### src/rtl/id_pkg.sv
// id_pkg: opcode enum, instruction field map, decoded bundle type and decode function for id_stage.
package id_pkg;

  localparam int ID_INST_LEN = 17;
  localparam int ID_DATA_W   = 16;

  localparam int OP_HI  = 16;
  localparam int OP_LO  = 13;
  localparam int RD_HI  = 12;
  localparam int RD_LO  = 9;
  localparam int RS1_HI = 8;
  localparam int RS1_LO = 5;
  localparam int RS2_HI = 4;
  localparam int RS2_LO = 1;
  localparam int IMM_HI = 4;
  localparam int IMM_LO = 0;
  localparam int IMM_W  = IMM_HI - IMM_LO + 1;

  typedef enum logic [3:0] {
    OP_NOP, OP_ADD, OP_SUB, OP_AND, OP_OR, OP_XOR,
    OP_ADDI, OP_LD, OP_ST, OP_BEQ, OP_HALT
  } op_e;

  localparam logic [3:0] OP_LAST_LEGAL = 4'd10;

  typedef struct packed {
    op_e                  op;
    logic [3:0]           rd;
    logic [3:0]           rs1;
    logic [3:0]           rs2;
    logic [ID_DATA_W-1:0] imm;
  } id_bundle_t;

  function automatic logic is_illegal(input logic [ID_INST_LEN-1:0] inst);
    return inst[OP_HI:OP_LO] > OP_LAST_LEGAL;
  endfunction

  // Illegal opcodes collapse to an all-zero bundle, which reads as a plain NOP.
  function automatic id_bundle_t decode(input logic [ID_INST_LEN-1:0] inst);
    id_bundle_t b;
    b.op  = op_e'(inst[OP_HI:OP_LO]);
    b.rd  = inst[RD_HI:RD_LO];
    b.rs1 = inst[RS1_HI:RS1_LO];
    b.rs2 = inst[RS2_HI:RS2_LO];
    b.imm = {{(ID_DATA_W-IMM_W){inst[IMM_HI]}}, inst[IMM_HI:IMM_LO]};
    return is_illegal(inst) ? '0 : b;
  endfunction

endpackage

### src/rtl/id_skid_buf.sv
// id_skid_buf: one-entry holding register for a decoded bundle, with a full flag.
import id_pkg::*;

module id_skid_buf (
  input  logic       clk,
  input  logic       rst,
  input  logic       push,
  input  logic       pop,
  input  id_bundle_t din,
  output id_bundle_t dout,
  output logic       full
);

  always_ff @(posedge clk) begin
    if (rst) begin
      full <= 1'b0;
      dout <= '0;
    end else begin
      full <= push | (full & ~pop);
      if (push) dout <= din;
    end
  end

endmodule

### src/rtl/id_stage.sv
// id_stage: valid/ready instruction decode with registered output and one-entry skid buffer.
// Optional build macro ID_ILLEGAL_TRAP_EN traps illegal opcodes instead of forwarding them as NOP.
import id_pkg::*;

module id_stage #(
  parameter int INST_LEN = ID_INST_LEN,
  parameter int DATA_W   = ID_DATA_W,
  parameter int CNT_W    = 8
) (
  input  logic                clk,
  input  logic                rst,
  input  logic                in_valid,
  input  logic [INST_LEN-1:0] in_inst,
  output logic                in_ready,
  output logic                out_valid,
  input  logic                out_ready,
  output logic [3:0]          out_op,
  output logic [3:0]          out_rd,
  output logic [3:0]          out_rs1,
  output logic [3:0]          out_rs2,
  output logic [DATA_W-1:0]   out_imm,
  output logic                halted,
  output logic                err,
  output logic [CNT_W-1:0]    dec_cnt
);

  id_bundle_t bundle, skid_q, in_dec;
  logic skid_full, halt_seen, accept, fwd, drain, load_out;

  assign in_dec   = decode(in_inst);
  assign in_ready = !skid_full && !halt_seen && !err;
  assign accept   = in_valid && in_ready;
  assign drain    = out_valid && out_ready;
  assign load_out = !out_valid || out_ready;

`ifdef ID_ILLEGAL_TRAP_EN
  logic err_q;
  assign fwd = accept && !is_illegal(in_inst);
  assign err = err_q;
  always_ff @(posedge clk) begin
    if (rst) err_q <= 1'b0;
    else     err_q <= err_q | (accept && is_illegal(in_inst));
  end
`else
  assign fwd = accept;
  assign err = 1'b0;
`endif

  // The skid only fills while the output is held; it always empties first on a drain.
  id_skid_buf u_skid (
    .clk  (clk),
    .rst  (rst),
    .push (fwd && !load_out),
    .pop  (load_out && skid_full),
    .din  (in_dec),
    .dout (skid_q),
    .full (skid_full)
  );

  always_ff @(posedge clk) begin
    if (rst) begin
      out_valid <= 1'b0;
      bundle    <= '0;
      halt_seen <= 1'b0;
      halted    <= 1'b0;
      dec_cnt   <= '0;
    end else begin
      if (load_out) out_valid <= skid_full || fwd;
      if (load_out && (skid_full || fwd)) bundle <= skid_full ? skid_q : in_dec;
      halt_seen <= halt_seen | (accept && in_dec.op == OP_HALT);
      halted    <= halted | (drain && bundle.op == OP_HALT);
      if (drain) dec_cnt <= dec_cnt + 1'b1;
    end
  end

  assign out_op  = bundle.op;
  assign out_rd  = bundle.rd;
  assign out_rs1 = bundle.rs1;
  assign out_rs2 = bundle.rs2;
  assign out_imm = bundle.imm;

endmodule

### config.mk
export PLATFORM = sky130hd
export DESIGN_NAME = id_stage
export DESIGN_NICKNAME = d
export VERILOG_FILES = /design/src/rtl/id_pkg.sv /design/src/rtl/id_skid_buf.sv /design/src/rtl/id_stage.sv
export SDC_FILE = /design/constraint.sdc
export NUM_CORES = 1
export LEC_CHECK = 0
export BUFFER_PORTS_ARGS = -buffer_cell sky130_fd_sc_hd__buf_2
export CORE_AREA = 2 2 82 61
export CTS_BUF_LIST = sky130_fd_sc_hd__clkbuf_4
export DETAILED_ROUTE_END_ITERATION = 12
export DIE_AREA = 0 0 84 63
export HOLD_SLACK_MARGIN = 0.08
export PLACE_DENSITY = 0.73
export SYNTH_ARGS = -nofsm -noshare
export SYNTH_HDL_FRONTEND = slang
export SYNTH_SLANG_ARGS = --single-unit
export TNS_END_PERCENT = 100
### constraint.sdc
create_clock -name clk -period 1.45 [get_ports clk]
set_clock_uncertainty 0.05 [all_clocks]
set_input_delay 0.0725 -clock clk [delete_from_list [all_inputs] [get_ports clk]]
set_output_delay 0.0725 -clock clk [all_outputs]
set_load 0.02 [all_outputs]
# == Word level (Yosys, flattened, before mapping) ==
# Index checks and enable logic that the tools add are counted.
# op_classes
mux,2
n_reduce_logical,14
n_eq_ne,2
add_sub_neg,1
bitwise,5
order_cmp,1
# ops
op,n
two-way mux 32 bit,2
adder 8 x 1 -> 8 bit (second input constant),1
== test 4 bit (second input constant),2
logical AND 1 bit,8
greater-than comparator 4 bit (second input constant),1
zero test 1 bit,4
OR 1 bit,3
logical OR 1 bit,2
AND 1 bit,1
NOT 1 bit,1
# word_totals
elab_cells,40
regBits,76
output_inout_bits,44
input_bits,21

# == Logic depth before layout (Yosys ltp) ==
# Gate-level depths: netlist (run 1).
# depth
depth_word,6
mapped_depth,7
depth_no_buf,4

# == Cells and area by module ==
# From an unflattened synthesis (run 1), not the netlist that was laid out.
# unflattened
hier_cells,352
hier_area_um2,3255.6
# by_module_without_submodules
mod,instances,seq_area_each_um2,cells_per_inst,area_per_inst_um2
id_stage,1,860.8,244,2050.7
id_skid_buf,1,660.6,108,1204.9

# == Worst setup path before layout (run 1) ==
# OpenSTA, ideal clock, no wires.
# synth_timing
kind,reg-to-reg
from,register out_valid
to,register u_skid.dout[30] (netlist name)
setup_ns,0.070
t_required_ns,1.330
n_path_buf,2
arrival_ns,1.417
stages_incl_launch_ff,7
period_less_slack_ns,1.537
slack_ns,-0.087
path_cell_list,dfxtp_1 > nand2b_4 > buf_6 > nor4b_4 > buf_6 > nand3b_1 > a21oi_1
# synth_between
elab_chain_cells,4
# synth_lines
item,line,rtl
from (decl),id_stage.sv:15,"output logic out_valid,"
from (signal assigned),id_stage.sv:68,if (load_out) out_valid <= skid_full || fwd;
zero test 1 bit,id_stage.sv:34,assign load_out = !out_valid || out_ready;
logical OR 1 bit,id_stage.sv:34,
zero test 1 bit,id_stage.sv:53,".push (fwd && !load_out),"
logical AND 1 bit,id_stage.sv:53,
to (signal assigned),id_skid_buf.sv:20,if (push) dout <= din;
to (decl),id_skid_buf.sv:10,"output id_bundle_t dout,"
# No other way between the ends.
# A chain may end at the register's enable or synchronous reset.

# == Worst setup path after layout (run 1) ==
# layout_timing
from,input port out_ready
to,register u_skid.dout[27] (netlist name)
# layout_between
elab_chain_cells,3
# layout_lines
item,line,rtl
from (decl),id_stage.sv:16,"input logic out_ready,"
logical OR 1 bit,id_stage.sv:34,
zero test 1 bit,id_stage.sv:53,
logical AND 1 bit,id_stage.sv:53,
# No other way between the ends.

==> flow_summary.ini, run 1 <==
[outcome]
run_status = completed

[sta]
fin_ws_ps = 8.89
rsz0062_at_grt = yes
slew_viol_final = 0
post-route-period-util = 0.994
achievable-frequency_mhz = 694
post-route-min-period_ps = 1440
sum_neg_setup_slack_ps = 0
timing.final.hold_violations = 0
finalSetupViolCount = 0

[power_and_ir_drop]
cellPowerDensity_nw_per_um2 = 975
totalPowerFinal_uw = 2700
vdd_ir_drop_max_mv = 0.612
static-leakage-power_uw = 0.00119

[detailed_routing]
num_vias = 1926
detail_route.iter0.violations = 105
drt_pre_antenna_iters = 4
vias_per_cell = 5.11
wl_per_cell_um = 13.3
drc_errors = 0
antenna_left = 0
wire_length_after_detailed_routing_um = 5030

[final_layout]
sequential_cell_area_um2 = 926
final_cell_mix = sky130_fd_sc_hd__buf_2 (63), sky130_fd_sc_hd__dfxtp_1 (44), sky130_fd_sc_hd__nor2_1 (27), sky130_fd_sc_hd__a21oi_1 (22), sky130_fd_sc_hd__nand2_1 (21)
n_fill_cell = 413
layoutNonFillerInstCount = 377
num_antenna_cells = 0
design.final.nets = 341
area_growth_syn_to_fin_pct = 35.2
final_common_cell = sky130_fd_sc_hd__buf_2
post_route_cells_drive_above_1_share = 0.322
multiInputGateArea_um2 = 933

[placement]
place_hpwl_um = 3260
placement.setup.worst_slack_ps = -369
gp_routability_congestion = 0.843
place.port_buffers = 63
place_inst = 342

[synthesis]
synth-main-ff-cell = sky130_fd_sc_hd__dfxtp_1
syn-instance-count = 240
count_of_cell_types_in_the_netlist = 35
post_synth_instance_area_um2 = 2050
postSynthNetCount = 262
number_of_enable_flip_flop_cells_after_synthesis = 0
synth_async_sr_flop_share = 0
synth_seq_area_share = 0.450
synth.yosys.warnings = 0
synthesis.area_per_instance_um2 = 8.53
synth_seq_cells = 46

[clock_tree]
clock_insertion_delay_worst_skew_ps = 340
clkTransAtPathRegs_ps = 130
cts_bufs_inserted = 5
cts-root-to-sink-buffers = 2
cts_num_sinks = 46
clock_tree.htree_level_count = 2
clk_root_buffer_cell = sky130_fd_sc_hd__clkbuf_4
tritoncts = yes

[worst_setup_path]
critPathMaxFanout = 8
worstSetupEndpointType = register
worst_ep_required_ps = 1690
worst-r2r-cell-count = 6
cp.arrival_ps = 1680
regToRegStartpoint = u_skid.full
rrSetupSlack_ps = 30
worst_setup_path_start_kind = primary input
crit_type = in -> reg
timing.rr.end = u_skid.dout[27]
critical_path.startpoint = out_ready

[floorplanning]
vertical_extent_of_the_die_um = 63
initial_core_util = 0.451
number_of_cell_rows = 21
io_pins = 65
die_w_um = 84
die_area_um2 = 5290
coreArea_um2 = 4550

[hold_path]
hp-start = in_valid
holdCritPathClass = in -> reg
timing.hold.worst_endpoint = u_skid.full
whs_path_depth = 4

[global_routing]
grt_first_pass_wirelength_um = 8180
grt_overflow = 0
pin_count_of_the_biggest_net_entering_global_routing = 24
vias_in_the_first_global_route = 1723
groute.usage.overall = 0.188
antenna_found_initial = 0

[flow_run]
maxCapViolations = 0
## kinds of logic (layout without fill, tap and decap cells)
kind of cell             count (synthesis)  after routing  share of synthesized area
AO/OA/AOI/OAI                           47             47                      0.148
XOR/XNOR                                 6              6                     0.0257
adder cells (fa/ha/maj)                  1              1                    0.00611
buffers and inverters                   35            115                      0.106
flip-flops                              46             46                      0.450
multiplexers                             1              1                    0.00489
other                                    1              1                    0.00183
AND/OR/NAND/NOR                        103            103                      0.258
## Yosys cell counts, drive strengths merged, types with 3 or more instances
master | n | share of area
a21oi | 23 | 0.056
dfxtp | 46 | 0.45
nand4 | 3 | 0.0092
xnor2 | 3 | 0.013
xor2 | 3 | 0.013
buf | 24 | 0.086
nand3 | 18 | 0.044
nor2 | 27 | 0.049
a221oi | 13 | 0.056
nor3 | 19 | 0.046
nand2 | 21 | 0.038
clkbuf | 9 | 0.016
a211oi | 4 | 0.015
o21ai | 5 | 0.014
## report_power, final
group          internal, uW  switching, uW
Clock                   383            395
Sequential             1320           38.8
Combinational           242            322
Total                  1950            756
## sequential cells by signal (all words and copies together), names as in the netlist
| name | cells |
|---|---|
| out_imm | 2 |
| halted | 1 |
| u_skid.full | 1 |
| out_rs2 | 3 |
| u_skid.dout | 17 |
| out_rs1 | 4 |
| dec_cnt | 8 |
| out_rd | 4 |
| out_op | 4 |
| out_valid | 1 |
| halt_seen | 1 |
## critical path: stages
cell	delay, ps
sky130_fd_sc_hd__dlygate4sd3_1	530
sky130_fd_sc_hd__buf_2	130
sky130_fd_sc_hd__nand2b_4	170
sky130_fd_sc_hd__nor4b_4	220
sky130_fd_sc_hd__buf_4	180
sky130_fd_sc_hd__clkbuf_16	150
sky130_fd_sc_hd__nand3_1	80
sky130_fd_sc_hd__a21oi_1	140
## timing repair
item / CTS / global route
setup buffers: 0 / 7
hold buffers: 19 / 0
cloned: 0 / 1
pin swaps: 0 / 5
hold endpoints to repair: 37 / 0
gates resized for setup: 5 / 6
endpoints found under the setup margin: 34 / 28
## worst max path at each step
stage          cells past startpoint              end
6_report                           8  u_skid.dout[27]
2_1_floorplan                      6  u_skid.dout[30]
3_5_place_dp                       5        out_rd[1]
5_1_grt                            6  u_skid.dout[26]
4_1_cts                            5  u_skid.dout[31]
3_3_place_gp                       5       out_imm[0]
## routing by layer
metal  vias up  GRT usage  wire, um
met2        70      0.294      2330
li1        980          -         -
met5         -          0         0
met3         0     0.0383       314
met1       876      0.267      2380
met4         0     0.0423         0
## per-stage QoR
step / cell area [um^2] / hold WS [ps] / utilization
after floorplan: 2050 / 170 / -
after global placement: 2360 / 291 / 0.520
after detailed placement: 2360 / 296 / 0.520
after CTS: 2660 / 137 / 0.584
after global routing: 2770 / 184 / 0.609
final: 2770 / 190 / 0.609
## area by class of cell
type / count / area share
clock inverter: 2 / 0.0136
timing repair buffer: 105 / 0.271
tap: 57 / 0.0257
clock buffer: 6 / 0.0163
inverter: 2 / 0.00271
multi-input combinational: 159 / 0.337
sequential: 46 / 0.334
(Power assumes the default switching activity.)
==> run 2, diff against run 1 <==
Settings changed: CORE_AREA 2 2 82 61 to 2 2 92 68, DIE_AREA 0 0 84 63 to 0 0 94 70, GPL_ROUTABILITY_DRIVEN set to 0, PLACE_DENSITY 0.73 to 0.59.
==> run 2 against run 1 <==
Power is 8.0% lower. First-iteration DRC count fell by 32%. Via count down 3.0%. Critical path type unchanged. Largest cell class unchanged.
==> flow_summary.ini, run 2 (synthesis gave the netlist of run 1 again) <==
[final_layout]
fin_util = 0.461
post_route_cells_drive_above_1_share = 0.314
finalInstanceArea_um2 = 2700
regMostFlops = u_skid.dout
final_common_cell = sky130_fd_sc_hd__buf_2
design.final.nets = 336
area_growth_syn_to_fin_pct = 31.8
final_cell_mix = sky130_fd_sc_hd__buf_2 (63), sky130_fd_sc_hd__dfxtp_1 (44), sky130_fd_sc_hd__nor2_1 (27), sky130_fd_sc_hd__a21oi_1 (22), sky130_fd_sc_hd__nand2_1 (21)
num_antenna_cells = 0
largest_registers = u_skid.dout: 17 flops, dec_cnt: 8 flops
n_fill_cell = 586
largest_register_ffs = 17

[floorplanning]
vertical_extent_of_the_die_um = 70
die_area_um2 = 6580
number_of_cell_rows = 24
initial_core_util = 0.350
io_pins = 65
coreArea_um2 = 5860
die_w_um = 94

[global_routing]
antenna_found_initial = 0
pin_count_of_the_biggest_net_entering_global_routing = 47
groute.usage.overall = 0.152
grt_first_pass_wirelength_um = 8020
grt_overflow = 0
vias_in_the_first_global_route = 1723

[detailed_routing]
drc_errors = 0
wl_per_cell_um = 12.6
vias_per_cell = 4.75
wire_length_after_detailed_routing_um = 4970
detail_route.iter0.violations = 71
antenna_left = 0
num_vias = 1868
drt_pre_antenna_iters = 4

[placement]
placedInstanceArea_um2 = 2380
place.port_buffers = 63
place_hpwl_um = 3290

[sta]
sum_neg_setup_slack_ps = 0
slew_viol_final = 0
post-route-period-util = 0.956
timing.final.hold_violations = 0
post-route-min-period_ps = 1390
rsz0062_at_grt = no
achievable-frequency_mhz = 721
finalSetupViolCount = 0

[outcome]
run_status = completed

[clock_tree]
clock_tree.htree_level_count = 2
cts_bufs_inserted = 5
clk_root_buffer_cell = sky130_fd_sc_hd__clkbuf_4
tritoncts = yes
cts-root-to-sink-buffers = 2
cts_num_sinks = 46
clkTransAtPathRegs_ps = 130
clock_insertion_delay_worst_skew_ps = 350

[worst_setup_path]
crit_chain = dlygate4sd3_1, buf_2, nand2b_4, nand4b_4, or3_1, a21oi_1
worst_setup_path_start_kind = primary input
crit_path_max_incr_delay_ps = 530
worst_ep_required_ps = 1690
critPathMaxFanout = 6
worstSetupEndpointType = register
cp.arrival_ps = 1620
crit_type = in -> reg
library_cell_contributing_the_largest_single_delay_on_the_critical_path = sky130_fd_sc_hd__dlygate4sd3_1

[power_and_ir_drop]
totalPowerFinal_uw = 2490
vdd_ir_drop_max_mv = 0.439
static-leakage-power_uw = 0.00113
cellPowerDensity_nw_per_um2 = 921

[hold_path]
holdCritPathClass = in -> reg

[flow_run]
maxCapViolations = 0
run 2: cell count changes in the layout (fill, tap and decap cells not counted):
cell and change:
sky130_fd_sc_hd__clkbuf_4 -1, sky130_fd_sc_hd__clkbuf_16 -1, sky130_fd_sc_hd__clkinvlp_4 +1, sky130_fd_sc_hd__buf_8 +1, sky130_fd_sc_hd__buf_4 -2, sky130_fd_sc_hd__a211oi_2 +1, sky130_fd_sc_hd__clkinv_2 +1, sky130_fd_sc_hd__clkinv_1 +1
sky130_fd_sc_hd__buf_12 -2, sky130_fd_sc_hd__a211oi_1 -1, sky130_fd_sc_hd__buf_6 -1, sky130_fd_sc_hd__bufinv_16 -1, sky130_fd_sc_hd__inv_1 -1
run 2: cell type report:
class	count	area, um^2	area share
clock inverters	3	16.3	0.00602
repair buffers	100	673	0.249
clock buffers	5	37.5	0.0139
flip-flops and latches	46	926	0.343
multi-input cells	159	938	0.348
well taps	78	97.6	0.0361
inverters	2	11.3	0.00417
run 2: per-stage QoR:
step	cells	setup slack [ps]	hold slack [ps]
after floorplan	240	10.6	170
after CTS	390	3.55	86.5
after global routing	393	3.89	109
final	393	63.9	113
after global placement	363	-239	293
after detailed placement	363	-351	298
run 2: where the power goes:
group	leakage [uW]	switching, uW	internal [uW]
sequential	0.000376	40.8	1320
combinational	0.000729	317	223
clock	0.0000286	404	181
run 2: what timing repair did:
action / in CTS / in global routing
hold buffers: 19 / 0
resized for setup: 6 / 8
pin swaps: 0 / 3
hold endpoints to repair: 31 / 0
setup buffers: 0 / 3
endpoints found under the setup margin: 32 / 33
run 2: worst paths after layout:
path	from	slack, ps	depth (start not counted)	end
setup / recovery	out_ready	60	6	u_skid.dout[31]
hold / removal	in_valid	110	4	u_skid.dout[31]
setup reg to reg	u_skid.full	60	5	out_op[0]
hold reg to reg	u_skid.dout[26]	420	2	u_skid.dout[26]
run 2: routing by layer:
metal  track usage  share of wire  up-vias
li1              -              -      971
met1         0.214           0.49      849
met4        0.0435         0.0077        0
met5             0              0        -
met3        0.0324          0.046        2
met2         0.234           0.46       46
run 2: critical path, delay by kind of cell:
family / cells / cell delay, ps
buf+inv: 2 / 660
compound gates: 1 / 130
simple gates: 3 / 760
==> run 3, diff against run 2 <==
Settings changed: CELL_PAD_IN_SITES_DETAIL_PLACEMENT set to 0, CELL_PAD_IN_SITES_GLOBAL_PLACEMENT set to 1, CORE_AREA 2 2 92 68 to 2 2 96 70, DIE_AREA 0 0 94 70 to 0 0 98 72, PLACE_DENSITY 0.59 to 0.73.
==> run 3 against run 2 <==
Sequential power about the same. Critical path depth grew 1. First-iteration DRC count up 89%. Maximum frequency down 1.2%. Via count is 0.16% lower. Power grew 6.8%. Critical endpoint is now u_skid.dout[1]. Highest routed layer unchanged. Clock power rose by 29%. Sequential share of layout area rose by 0.084 points. Combinational power about the same.
==> flow_summary.ini, run 3 (synthesis gave the netlist of run 1 again) <==
[outcome]
run_status = completed

[flow_run]
maxCapViolations = 0

[power_and_ir_drop]
totalPowerFinal_uw = 2650
static-leakage-power_uw = 0.00113
cellPowerDensity_nw_per_um2 = 990
vdd_ir_drop_max_mv = 0.370

[clock_tree]
clock_tree.htree_level_count = 2
clkTransAtPathRegs_ps = 120
tritoncts = yes
cts_num_sinks = 46
cts_bufs_inserted = 5
clk_root_buffer_cell = sky130_fd_sc_hd__clkbuf_4
cts-root-to-sink-buffers = 2
clock_insertion_delay_worst_skew_ps = 360

[floorplanning]
coreArea_um2 = 6100
die_w_um = 98
vertical_extent_of_the_die_um = 72
number_of_cell_rows = 24
io_pins = 65
initial_core_util = 0.336
die_area_um2 = 7060

[hold_path]
hp-start = in_inst[16]
holdCritPathClass = in -> reg
timing.hold.worst_endpoint = u_skid.dout[30]
whs_path_depth = 4

[sta]
rsz0062_at_grt = yes
post-route-period-util = 0.967
achievable-frequency_mhz = 713
post-route-min-period_ps = 1400
slew-limit-headroom = 0.587
timing.final.hold_violations = 0
finalSetupViolCount = 0
tightestPinTransition_ps = 620
slew_viol_final = 0
sum_neg_setup_slack_ps = 0

[global_routing]
vias_in_the_first_global_route = 1734
groute.usage.overall = 0.146
grt_overflow = 0
grt_first_pass_wirelength_um = 8250
pin_count_of_the_biggest_net_entering_global_routing = 47
antenna_found_initial = 0

[final_layout]
design.final.nets = 334
largest_registers = u_skid.dout: 17 flops, dec_cnt: 8 flops
area_growth_syn_to_fin_pct = 31.0
largest_register_ffs = 17
final_cell_mix = sky130_fd_sc_hd__buf_2 (63), sky130_fd_sc_hd__dfxtp_1 (45), sky130_fd_sc_hd__nor2_1 (27), sky130_fd_sc_hd__nand2_1 (21), sky130_fd_sc_hd__a21oi_1 (21)
n_fill_cell = 624
num_antenna_cells = 0
regMostFlops = u_skid.dout
multiInputGateArea_um2 = 925
post_route_cells_drive_above_1_share = 0.304
sequential_cell_area_um2 = 922
final_common_cell = sky130_fd_sc_hd__buf_2
finalInstanceArea_um2 = 2680

[detailed_routing]
drt_pre_antenna_iters = 4
antenna_left = 0
num_vias = 1865
drc_errors = 0
detail_route.iter0.violations = 134
wire_length_after_detailed_routing_um = 5150
wl_per_cell_um = 13.2
vias_per_cell = 4.78

[worst_setup_path]
library_cell_contributing_the_largest_single_delay_on_the_critical_path = sky130_fd_sc_hd__dlygate4sd3_1
regToRegStartpoint = u_skid.full
worst-r2r-cell-count = 5
cp_num_buf_inv = 3
crit_path_max_incr_delay_ps = 530
crit_type = in -> reg
worst_ep_required_ps = 1690
crit_chain = dlygate4sd3_1, buf_2, nand2b_4, nor4b_4, buf_4, nand3_1, a21oi_1
rrSetupSlack_ps = 50
worst_setup_path_start_kind = primary input
timing.rr.end = u_skid.dout[31]
cp.arrival_ps = 1640
critical-path-top-delay-family = buffers and inverters
critPathMaxFanout = 7
worstSetupEndpointType = register

[placement]
place.port_buffers = 63
placedInstanceArea_um2 = 2400
place_hpwl_um = 3540
-- run 3: changes by cell type in the layout (fill, tap and decap cells not counted), moves of 2 or more --
cell / before / now
sky130_fd_sc_hd__buf_4: 15 / 12
sky130_fd_sc_hd__a21oi_2: 0 / 2
sky130_fd_sc_hd__buf_6: 0 / 3
sky130_fd_sc_hd__clkinvlp_4: 2 / 0
-- run 3: layout make-up --
type,count,area share
Clock buffer,5,0.0140
Clock inverter,2,0.0126
Inverter,2,0.00280
Multi-Input combinational cell,159,0.345
Sequential cell,46,0.344
Tap cell,78,0.0364
Timing Repair Buffer,98,0.246
-- run 3: worst min-delay path, delay by kind of cell --
family | cells | cell delay [ps]
compound gates | 1 | 60
buf+inv | 2 | 230
simple gates | 1 | 110
-- run 3: worst max path at each step --
stage	startpoint	end	slack, ps	cells past startpoint
detailed placement	in_inst[13]	out_imm[0]	-370	5
floorplan	out_valid	u_skid.dout[30]	10	6
global route	out_ready	u_skid.dout[1]	-20	7
global placement	in_inst[13]	out_imm[0]	-350	5
CTS	u_skid.full	out_op[2]	5	5
finish	out_ready	u_skid.dout[1]	50	7
-- run 3: power breakdown --
part	total (uW)	internal, uW	switching [uW]
Clock	755	349	405
Combinational	538	221	317
Sequential	1360	1320	40.9
-- run 3: repair_timing --
action / in CTS / in global routing
pin swaps: 0 / 0
resized for setup: 1 / 6
hold buffers: 18 / 0
hold endpoints to repair: 32 / 0
endpoints found under the setup margin: 13 / 32
buffers inserted: 0 / 1
-- run 3: per-layer routing --
layer | share of wire | global-route usage | vias up
li1 | - | - | 967
met1 | 0.49 | 0.206 | 842
met2 | 0.45 | 0.222 | 51
met3 | 0.047 | 0.0328 | 5
met4 | 0.0066 | 0.0463 | 0
met5 | 0 | 0 | -
-- run 3: through the flow --
stage | worst slack [ps] | hold slack [ps] | instances | util
after floorplan | 10.6 | 170 | 240 | -
after global placement | -347 | 294 | 364 | 0.393
after detailed placement | -370 | 300 | 364 | 0.393
after CTS | 5.03 | 86.5 | 389 | 0.435
after global routing | -15.2 | 128 | 390 | 0.440
final | 47.7 | 119 | 390 | 0.440
